$ cat config.mk
export PLATFORM = sky130hd
export DESIGN_NAME = unidade_controle_flat
export DESIGN_NICKNAME = d
export VERILOG_FILES = /design/src/rtl/unidade_controle_if.sv /design/src/rtl/unidade_controle.sv /design/src/flat_wrapper.sv
export SDC_FILE = /design/constraint.sdc
export NUM_CORES = 1
export LEC_CHECK = 0
export BUFFER_PORTS_ARGS = -buffer_cell sky130_fd_sc_hd__buf_4
export CAP_MARGIN = 20
export CORE_AREA = 2 2 65 55
export DETAILED_ROUTE_END_ITERATION = 6
export DIE_AREA = 0 0 67 57
export PLACE_DENSITY = 0.74
export SETUP_SLACK_MARGIN = 0.5
export SKIP_LAST_GASP = 1
export SYNTH_ARGS = -nofsm -noshare
export SYNTH_HDL_FRONTEND = slang
export SYNTH_SLANG_ARGS = --single-unit
$ cat constraint.sdc
create_clock -name clock -period 2.2 [get_ports clock]
set_input_delay 0.22 -clock clock [delete_from_list [all_inputs] [get_ports clock]]
set_output_delay 0.22 -clock clock [all_outputs]
set_load 0.02 [all_outputs]
$ cat src/rtl/unidade_controle_if.sv
// Datapath-facing bundle of the control unit: instruction/register/memory
// inputs and the decoded control outputs.
interface unidade_controle_if;
    logic [7:0] instr;
    logic [7:0] Dado1;
    logic [7:0] Dado2;
    logic       mem_ready;
    logic [7:0] pc;
    logic [1:0] RegLido1;
    logic [1:0] RegLido2;
    logic [1:0] RegEscrito;
    logic       EscReg;
    logic [2:0] alu_op;
    logic [7:0] imm8;
    logic [1:0] wb_sel;
    logic       mem_req;
    logic       mem_we;
    logic [2:0] estado;

    modport master (
        input  instr, Dado1, Dado2, mem_ready,
        output pc, RegLido1, RegLido2, RegEscrito, EscReg,
        output alu_op, imm8, wb_sel, mem_req, mem_we, estado
    );

    modport slave (
        output instr, Dado1, Dado2, mem_ready,
        input  pc, RegLido1, RegLido2, RegEscrito, EscReg,
        input  alu_op, imm8, wb_sel, mem_req, mem_we, estado
    );
endinterface

$ cat src/rtl/unidade_controle.sv
// Multi-cycle control unit and program counter for the 8-bit,
// 4-register processor (FETCH/DECODE/EXEC/MEM/WB sequencer).
module unidade_controle #(
    parameter logic [7:0] PC_RESET = 8'h00
) (
    input logic               clock,
    input logic               reset,
    unidade_controle_if.master bus
);

    localparam logic [2:0] FETCH  = 3'd0;
    localparam logic [2:0] DECODE = 3'd1;
    localparam logic [2:0] EXEC   = 3'd2;
    localparam logic [2:0] MEM    = 3'd3;
    localparam logic [2:0] WB     = 3'd4;

    localparam logic [2:0] OP_LI  = 3'b100;
    localparam logic [2:0] OP_LW  = 3'b101;
    localparam logic [2:0] OP_SW  = 3'b110;
    localparam logic [2:0] OP_BEQ = 3'b111;

    logic [2:0] estado_q;
    logic [2:0] estado_d;
    logic [7:0] pc_q;
    logic [7:0] pc_d;
    logic [7:0] ir_q;
    logic [2:0] opcode;
    logic [7:0] imm8;

    assign opcode = ir_q[7:5];
    assign imm8   = {{5{ir_q[2]}}, ir_q[2:0]};

    // Next-state and program-counter sequencing
    always_comb begin
        estado_d = estado_q;
        pc_d     = pc_q;
        case (estado_q)
            FETCH: begin
                estado_d = DECODE;
                pc_d     = pc_q + 8'd1;
            end
            DECODE: begin
                unique case (1'b1)
                    (opcode == OP_LI): estado_d = WB;
                    (opcode == OP_LW),
                    (opcode == OP_SW): estado_d = MEM;
                    default:           estado_d = EXEC;
                endcase
            end
            EXEC: begin
                if (opcode == OP_BEQ) begin
                    estado_d = FETCH;
                    // pc already holds the next address here
                    if (bus.Dado1 == bus.Dado2)
                        pc_d = pc_q + imm8;
                end else begin
                    estado_d = WB;
                end
            end
            MEM: begin
                if (bus.mem_ready)
                    estado_d = (opcode == OP_LW) ? WB : FETCH;
            end
            WB:      estado_d = FETCH;
            default: estado_d = FETCH;
        endcase
    end

    // State, pc and instruction register; reset wins over everything
    always_ff @(posedge clock) begin
        if (reset) begin
            estado_q <= FETCH;
            pc_q     <= PC_RESET;
            ir_q     <= 8'h00;
        end else begin
            estado_q <= estado_d;
            pc_q     <= pc_d;
            if (estado_q == FETCH)
                ir_q <= bus.instr;
        end
    end

    // Control outputs decoded from registered state and IR only
    always_comb begin
        bus.wb_sel = 2'b00;
        unique case (1'b1)
            (opcode == OP_LI): bus.wb_sel = 2'b01;
            (opcode == OP_LW): bus.wb_sel = 2'b10;
            default:           bus.wb_sel = 2'b00;
        endcase
    end

    assign bus.pc         = pc_q;
    assign bus.estado     = estado_q;
    assign bus.RegLido1   = ir_q[4:3];
    assign bus.RegLido2   = (opcode == OP_BEQ) ? 2'b10 : ir_q[2:1];
    assign bus.RegEscrito = ir_q[4:3];
    assign bus.EscReg     = (estado_q == WB);
    assign bus.alu_op     = ir_q[7] ? 3'b000 : opcode;
    assign bus.imm8       = imm8;
    assign bus.mem_req    = (estado_q == MEM);
    assign bus.mem_we     = (estado_q == MEM) && (opcode == OP_SW);

endmodule

$ cat src/flat_wrapper.sv
// flat-port wrapper written by rule: the top's interface ports become plain ports
module unidade_controle_flat 
#(
    parameter logic [7:0] PC_RESET = 8'h00
)
  (clock, reset, bus_instr, bus_Dado1, bus_Dado2, bus_mem_ready, bus_pc, bus_RegLido1, bus_RegLido2, bus_RegEscrito, bus_EscReg, bus_alu_op, bus_imm8, bus_wb_sel, bus_mem_req, bus_mem_we, bus_estado);
  unidade_controle_if bus_i ();
  input logic clock;
  input logic reset;
  input wire logic [$bits(bus_i.instr)-1:0] bus_instr;
  input wire logic [$bits(bus_i.Dado1)-1:0] bus_Dado1;
  input wire logic [$bits(bus_i.Dado2)-1:0] bus_Dado2;
  input wire logic [$bits(bus_i.mem_ready)-1:0] bus_mem_ready;
  output wire logic [$bits(bus_i.pc)-1:0] bus_pc;
  output wire logic [$bits(bus_i.RegLido1)-1:0] bus_RegLido1;
  output wire logic [$bits(bus_i.RegLido2)-1:0] bus_RegLido2;
  output wire logic [$bits(bus_i.RegEscrito)-1:0] bus_RegEscrito;
  output wire logic [$bits(bus_i.EscReg)-1:0] bus_EscReg;
  output wire logic [$bits(bus_i.alu_op)-1:0] bus_alu_op;
  output wire logic [$bits(bus_i.imm8)-1:0] bus_imm8;
  output wire logic [$bits(bus_i.wb_sel)-1:0] bus_wb_sel;
  output wire logic [$bits(bus_i.mem_req)-1:0] bus_mem_req;
  output wire logic [$bits(bus_i.mem_we)-1:0] bus_mem_we;
  output wire logic [$bits(bus_i.estado)-1:0] bus_estado;
  assign bus_i.instr = bus_instr;
  assign bus_i.Dado1 = bus_Dado1;
  assign bus_i.Dado2 = bus_Dado2;
  assign bus_i.mem_ready = bus_mem_ready;
  assign bus_pc = bus_i.pc;
  assign bus_RegLido1 = bus_i.RegLido1;
  assign bus_RegLido2 = bus_i.RegLido2;
  assign bus_RegEscrito = bus_i.RegEscrito;
  assign bus_EscReg = bus_i.EscReg;
  assign bus_alu_op = bus_i.alu_op;
  assign bus_imm8 = bus_i.imm8;
  assign bus_wb_sel = bus_i.wb_sel;
  assign bus_mem_req = bus_i.mem_req;
  assign bus_mem_we = bus_i.mem_we;
  assign bus_estado = bus_i.estado;
  unidade_controle #(.PC_RESET(PC_RESET)) u_core (.clock(clock), .reset(reset), .bus(bus_i));
endmodule
### After elaboration in Yosys (flattened, before gate mapping)

Index checks and enable logic that the tools add are counted.

* flip-flop bits (word level): 19
* bits in latches: 0
* bits in writable memories: 0
* bits in read-only memories: 0
* output and inout bits: 33
* memories: 0

* add/sub/neg operators: 2
* multiply operators: 0
* div/mod/pow operators: 0
* order comparisons: 0
* equal/unequal tests: 12
* shift-type cells: 0
* mux-type cells: 11
* bitwise gates (word level): 0
* reductions and logical operators: 5

Operators with widths (number)
* 2-to-1 mux 8 bit: 2
* one-hot mux 8 bit (2 select lines): 1
* == test 3 bit (second input constant): 5
* one-hot mux 3 bit (4 select lines): 1
* 2-to-1 mux 3 bit: 3
* adder 8 x 1 -> 8 bit (second input constant): 1
* adder 8 bit: 1
* == test 8 bit: 1
* == test 3 x 2 -> 1 bit (second input constant): 2
* one-hot mux 3 bit (2 select lines): 1
* 2-to-1 mux 2 bit: 2
* inequality test 2 x 1 -> 1 bit (second input constant): 2
* one-hot mux 2 bit (2 select lines): 1
* == test 3 x 1 -> 1 bit (second input constant): 1
* zero test 3 bit: 1
* AND reduction 3 bit: 1
* inequality test 2 bit (second input constant): 1
* nonzero test 2 bit: 1
* OR reduction 2 bit: 1
* logical AND 1 bit: 1

### Depth between registers and ports, before layout

Gate-level depths: netlist of the first run.

* depth after elaboration: 4
* mapped depth: 11

### Least setup slack after synthesis of the first run

OpenSTA, ideal clock, no wires.

* kind: register to register
* from: reg u_core.estado_q[1], in the netlist u_core.bus.estado[1]
* to: reg u_core.pc_q[5], in the netlist u_core.bus.pc[5]
* setup time: 0.070 ns
* data arrival time: 2.298 ns
* required time: 2.130 ns
* setup slack: -0.169 ns
* stages on the path, launching flop included: 10
* path buffers: 1
* period minus slack after synthesis: 2.369 ns
* path through: dfxtp_1 > buf_4 > nand2b_1 > or3_1 > ha_1 > a21oi_1 > and4b_1 > a21oi_1 > or3_1 > a21oi_1

* word-level cells in the longest chain between the ends: 3
* elaborated cells between the ends (all ways): 7
* classes of those cells: eq/ne: 3; mux: 1; reduce/logical: 3

Ends and longest elaborated chain
* start: declaration: line unidade_controle.sv:22 `logic [2:0] estado_q;`
* start signal: assignment: line unidade_controle.sv:76 `estado_q <= estado_d;`
* == test 3 x 2 -> 1 bit / zero test 3 bit (equally long branches): line unidade_controle.sv:37 `case (estado_q)`
* inequality test 2 x 1 -> 1 bit (no line) / nonzero test 2 bit (equally long branches)
* AND reduction 3 bit (no line)
* end signal: assignment: line unidade_controle.sv:77 `pc_q <= pc_d;`
* end: declaration: line unidade_controle.sv:24 `logic [7:0] pc_q;`

Several ways; a longest one is shown, not always the timed one.
A chain may end at the register's enable or synchronous reset.

### Worst setup path in the final report of the first run

* from: reg u_core.estado_q[2], in the netlist u_core.bus.estado[2]
* to: reg u_core.pc_q[2], in the netlist u_core.bus.pc[2]

Same word-level chain as after synthesis.

==> impl_results.md, run 1 <==
* TritonCTS buffer count at 3
* WP data arrival at 2.23 ns
* Crit path required time at 2.40 ns
* Final-layout fill cell count at 309
* H-tree depth at 1
* Die span in x at 67 um
* Worst-path clk slew at 0.08 ns
* Min Tclk post-route at 2.028 ns
* Antenna Nets Post-Route at 0
* Endpoints failing setup at 0
* #FFs+latches synth at 19
* Drt pass-1 iters at 4
* Gate Count Post-Synth at 156
* Synthesis-to-finish area growth at 46.39%
* Initial core utilization at 0.3854
* I/O Pins at 60
* Max Cap Viol at 0
* Remaining Overflow, GRT at 0
* All-Layer GR Usage at 0.1593
* Final estimated routing congestion in global placement at 0.7825
* Core Util, Final at 0.5642
* DIE AREA at 3819 um^2
* Tcrit/Tclk final at 0.9219
* Status: finished, final reports clean
* Synth Warn # at 0
* Clock sink count at 19
* Unique masters post-synth at 38
* Core area at 3233 um^2
* Pleak at between 0.8 and 0.9 nW
* Buf+Inv Stages, Crit Path at 3
* Sw Share at 0.3874
* Largest net degree at the start of global routing at 19
* DR DRC count at 0
* Cell family with most CP delay: simple AND/OR/NAND/NOR gates
* Total power at approximately 1.3 mW
* Sequential share of power at 0.347
* Synth Cell Area at 1246 um^2
* Clock skew at 0.002109 ns
* Syn_area_per_cell at approximately 8 um^2
* Worst vdd ir at 327.6 uV
* Fmax at 493.1 MHz
* Top cell type's share of synthesized area at 0.3052
* Area contributors post-synth: dfxtp_1 (31%), buf_4 (8.4%), a21oi_1 (7.2%), xor2_1 (7.0%), nand2_1 (6.0%)
* Startpoint types: flip-flop
* Setup crit end kind: flip-flop
* PD cells at 729.4 nW/um^2
* Int Pwr at 815.1 uW
* TNS Setup at 0 ns
* Total wire length at 3025 um
* Via density at 4.984
* Non-Filler Instances at 250
* Vias in the first global route at 1047
* Post-Place Cells at 239
* Initial antenna violation count at 0
* Delay of the slowest critical-path stage at around 0.35 ns
* Clock network fraction of total power at 0.192
* Tightest Pin Transition at 0.5039 ns
* Leading area contributor after synthesis: dfxtp_1
* Post-synth EDFFs at 0
* # nets final at 239
* Clock root buffer: clkbuf_8
* Die Ht at ~57 um
* Crit-path max FO at 3
* Worst Hold Class: input port to flip-flop
* Critical-path cell list: nand2b_4 -> or3_4 -> ha_4 -> inv_2 -> fa_2 -> buf_4 -> buf_6 -> xor2_2 -> or3_1 -> a21oi_2
* Top cells by instance count after synthesis: nand2_1 (20), dfxtp_1 (19), a21oi_1 (18)
* Avg WL per Cell at 12.10 um
* Vias at roughly 1200
* Combinational power share at 0.461
* Antenna diodes at 0
* Skew-Pair Late Insertion Delay at around 0.26 ns
* Switch Pwr at 515.5 uW
* RSZ-0062 raised after global routing: yes
* Top-count cell post-synth: nand2_1
* TritonCTS clock tree: done
* Syn nets at between 150 and 200
* Sequential area share after synthesis at 0.3052
* WS Path Type: flip-flop to flip-flop
* Slowest-stage cell, CP: dfxtp_4
* Dpl hpwl at approximately 2200 um
* Clk buf depth at 2
* Final Max Slew Viols at 0
* Relative slew slack at 0.6641
* Final Hold Fails at 0
* Port Buf Inserts at 58
* Rows at 19
* Layout cell share with drive strength beyond 1 at 0.4567
* First-pass GRT wire length at between 4000 and 5000 um
* Initial DRC Count at 56
* Synth async-reset ratio at 0
* Top FF cell, synth: dfxtp_1
-- logic make-up after synthesis --
family,Yosys count,share of synthesized area
AO/OA/AOI/OAI,33,0.1486
XOR/XNOR,10,0.07028
adder cells (fa/ha/maj),3,0.03614
buffers and inverters,25,0.1265
flip-flops,19,0.3052
multiplexers,3,0.02510
other,1,0.003009
AND/OR/NAND/NOR,62,0.2851
-- tightest hold or removal path, cell delays in order --
cell	delay, ns
buf_4	0.10
nand2_1	0.04
a21oi_1	0.05
-- sequential cells by signal, indices dropped and copies added (netlist names) --
signal / flops
u_core.ir_q: 8
u_core.bus.pc: 8
u_core.bus.estado: 3
-- placed cells by master, fill, tap and decap left out, types with 3 or more instances in the layout --
cell type and count:
buf_4 68, dfxtp_4 3, dfxtp_1 15, o21ai_1 7, clkbuf_8 3, and2_1 3
a21oi_2 3, a21oi_1 14, nand2_1 19, xor2_1 9, nor2b_1 4, or3_1 6
nor3_4 3, nor2_1 7
-- final timing paths --
check	to	slack (ns)	from	cells after the start
max	u_core.bus.pc[2]	0.17	u_core.bus.estado[2]	10
min reg2reg	u_core.ir_q[3]	0.48	u_core.ir_q[3]	2
min	u_core.ir_q[5]	0.19	bus_instr[5]	3
max reg2reg	u_core.bus.pc[2]	0.17	u_core.bus.estado[2]	10
-- layer usage --
| layer | routed length (um) | vias to the layer above | track usage |
|---|---|---|---|
| li1 | - | 626 | - |
| met1 | 1378 | 563 | 0.2276 |
| met2 | 1399 | 53 | 0.2348 |
| met3 | 208 | 4 | 0.03156 |
| met4 | 39 | 0 | 0.06414 |
| met5 | 0 | - | 0 |
-- cell type report --
class	instances	area [um^2]	share of cell area
tap	42	52.55	0.02881
inverter	4	15.01	0.008230
sequential	19	392.9	0.2154
multi-input combinational	112	794.5	0.4355
clock inverter	1	6.256	0.003429
timing repair buffer	69	521.8	0.2860
clock buffer	3	41.29	0.02263
-- power by group through the flow --
stage | Combinational [mW] | Clock (mW) | Sequential (mW)
6_report | 0.613 | 0.255 | 0.462
5_1_grt | 0.664 | 0.277 | 0.470
4_1_cts | 0.601 | 0.262 | 0.461
3_5_place_dp | 0.562 | 0 | 0.474
3_3_place_gp | 0.552 | 0 | 0.472
2_1_floorplan | 0.386 | 0 | 0.478
-- repair_timing --
action,4_1_cts,5_1_grt
gates cloned,0,0
resized for setup,5,8
pin swaps,8,3
hold buffers,0,0
setup buffers,6,1
setup endpoints to repair,7,8
-- per-stage QoR --
step	setup WS [ns]	instance area [um^2]	hold slack [ns]
floorplan	0.1653	1304	0.3560
global placement	0.1820	1669	0.4648
detailed placement	0.1178	1669	0.4747
CTS	0.1744	1782	0.1945
global route	0.07300	1824	0.2028
finish	0.1718	1824	0.1939
Note: power is estimated with default switching activity, not from simulation.
==> run 2, diff against run 1 <==
--- a/config.mk
+++ b/config.mk
@@ -5,12 +5,12 @@
 export SDC_FILE = /design/constraint.sdc
 export NUM_CORES = 1
 export LEC_CHECK = 0
-export BUFFER_PORTS_ARGS = -buffer_cell sky130_fd_sc_hd__buf_4
+export BUFFER_PORTS_ARGS = -buffer_cell sky130_fd_sc_hd__buf_2
 export CAP_MARGIN = 20
 export CORE_AREA = 2 2 65 55
 export DETAILED_ROUTE_END_ITERATION = 6
 export DIE_AREA = 0 0 67 57
-export PLACE_DENSITY = 0.74
+export PLACE_DENSITY = 0.73
 export SETUP_SLACK_MARGIN = 0.5
 export SKIP_LAST_GASP = 1
 export SYNTH_ARGS = -nofsm -noshare
==> run 2 against run 1 <==
Effect of this change:
- combinational power shrank 11%
- critical path type unchanged
- cell count up 0.40%
- sequential cell count is the same
- non-clock buffer count rose by 1
- global-route usage fell by 0.68 points
- setup slack got worse by 0.0068 ns
- highest routed layer unchanged
==> impl_results.md, run 2 (synthesized netlist as in run 1, its figures left out) <==
* Status: finished, final reports clean
* TritonCTS clock tree: done
* Vias at 1242 (-0.32%)
* Worst-path clk slew at 0.07 ns (about the same)
* TritonCTS buffer count at 3 (unchanged)
* Worst vdd ir at 363.9 uV (+11%)
* I/O Pins at 60 (unchanged)
* Min Tclk post-route at 2.035 ns (+0.006764 ns)
* Dpl hpwl at 2107 um (-4.2%)
* Synthesis-to-finish area growth at 33.13%
* Total power at 1.253 mW (-5.8%)
* Clk buf depth at 2 (unchanged)
* DR DRC count at 0 (unchanged)
* Core area at 3233 um^2 (unchanged)
* Vias in the first global route at 1039 (-0.76%)
* DIE AREA at 3819 um^2 (unchanged)
* Tcrit/Tclk final at 0.9250 (+0.003075)
* Worst Hold Class: input port to flip-flop
* Initial core utilization at 0.3854 (unchanged)
* Drt pass-1 iters at 4 (unchanged)
* Pleak at 0.7811 nW (-3.8%)
* Rows at 19 (unchanged)
* First-pass GRT wire length at 4519 um (-3.7%)
* RR Startpoint: u_core.bus.estado[2]
* Layout cell share with drive strength beyond 1 at 0.4354 (-0.02132)
* Initial antenna violation count at 0 (unchanged)
* RSZ-0062 raised after global routing: yes
* TNS Setup at 0 ns (unchanged)
* Remaining Overflow, GRT at 0 (unchanged)
* CP Launch Point: u_core.bus.estado[2]
* WP data arrival at 2.23 ns (about the same)
* Setup crit end kind: flip-flop
* Finished Cell Area at 1659 um^2 (-9.1%)
* # nets final at 240 (+0.42%)
* Die span in x at 67 um (unchanged)
* Die Ht at 57 um (unchanged)
* Max Cap Viol at 0 (unchanged)
* Clock skew at 0.001181 ns (-0.0009278 ns)
* Clock sink count at 19 (unchanged)
* Final Max Slew Viols at 0 (unchanged)
* Area after DPL at 1524 um^2 (-8.7%)
* Skew-Pair Late Insertion Delay at 0.26 ns (about the same)
* Crit-path max FO at 4 (+1)
* Port Buf Inserts at 58 (unchanged)
* Avg WL per Cell at 11.81 um (-2.4%)
* Antenna diodes at 0 (unchanged)
* Hold_sp: bus_instr[4]
* Post-Place Cells at 239 (unchanged)
* Final estimated routing congestion in global placement at 0.8074 (+3.2%)
* WS Path Type: flip-flop to flip-flop
* Most common cell after layout, fill and taps aside: buf_2
* Via density at 4.948 (-0.72%)
* Antenna Nets Post-Route at 0 (unchanged)
* Post-CTS Hold Buffers at 0 (unchanged)
* Largest net degree at the start of global routing at 19 (unchanged)
* Commonest non-fill, non-tap cells in the layout: buf_2 (58), nand2_1 (20), dfxtp_1 (16), a21oi_1 (13), buf_4 (12)
* Total wire length at 2964 um (-2.0%)
* Initial DRC Count at 36 (-36%)
* H-tree depth at 1 (unchanged)
* Fmax at 491.4 MHz (-0.33%)
* All-Layer GR Usage at 0.1525 (-0.006837)
* Crit path required time at 2.39 ns (about the same)
* Startpoint types: flip-flop
* Endpoints failing setup at 0 (unchanged)
* Clock root buffer: clkbuf_8
* PD cells at 755.2 nW/um^2 (+3.5%)
* Non-Filler Instances at 251 (+0.40%)
* Worst hold slack at 0.1958 ns (+0.001863 ns)
* Final Hold Fails at 0 (unchanged)
## run 2: critical path, cell delays in order (launching register included)
cell      delay (ns)
dfxtp_4         0.34
nand2b_4        0.14
or3_4           0.34
ha_4            0.18
inv_2           0.05
fa_2            0.23
nand4_1         0.10
a21boi_1        0.16
or3_1           0.30
a21oi_1         0.12
## run 2: where the power goes
part / internal [mW] / leakage (nW) / switching [mW]
Clock: 0.129 / 0.0228 / 0.121
Combinational: 0.232 / 0.601 / 0.314
Sequential: 0.395 / 0.158 / 0.0628
## run 2: final timing paths
kind / to / slack (ns) / cells past startpoint
max: u_core.bus.pc[6] / 0.17 / 9
min: u_core.ir_q[4] / 0.20 / 3
max reg2reg: u_core.bus.pc[6] / 0.17 / 9
min reg2reg: u_core.ir_q[4] / 0.47 / 2
## run 2: cell type report
class / count / area (um^2)
repair buffers: 70 / 380.4
flip-flops and latches: 19 / 391.6
multi-input cells: 112 / 774.5
inverters: 4 / 15.01
well taps: 42 / 52.55
fillers: 325 / 1574
clock buffers: 4 / 45.04
## run 2: stage by stage
step | setup WS [ns] | utilization
2_1_floorplan | 0.1653 | -
3_3_place_gp | 0.1917 | 0.4714
3_5_place_dp | 0.1194 | 0.4714
4_1_cts | 0.1956 | 0.5085
5_1_grt | 0.06639 | 0.5132
6_report | 0.1651 | 0.5132
## run 2: repair_timing
action,in CTS,in global routing
pin swaps,10,4
endpoints found under the setup margin,7,7
buffers inserted,7,1
resized for setup,5,2
gates cloned,0,0
## run 2: routing by layer
| layer | up-vias | share of wire | GRT usage |
|---|---|---|---|
| met2 | 48 | 0.46 | 0.2419 |
| li1 | 630 | - | - |
| met4 | 0 | 0.0074 | 0.04665 |
| met5 | - | 0 | 0 |
| met3 | 2 | 0.064 | 0.03748 |
| met1 | 562 | 0.47 | 0.2047 |
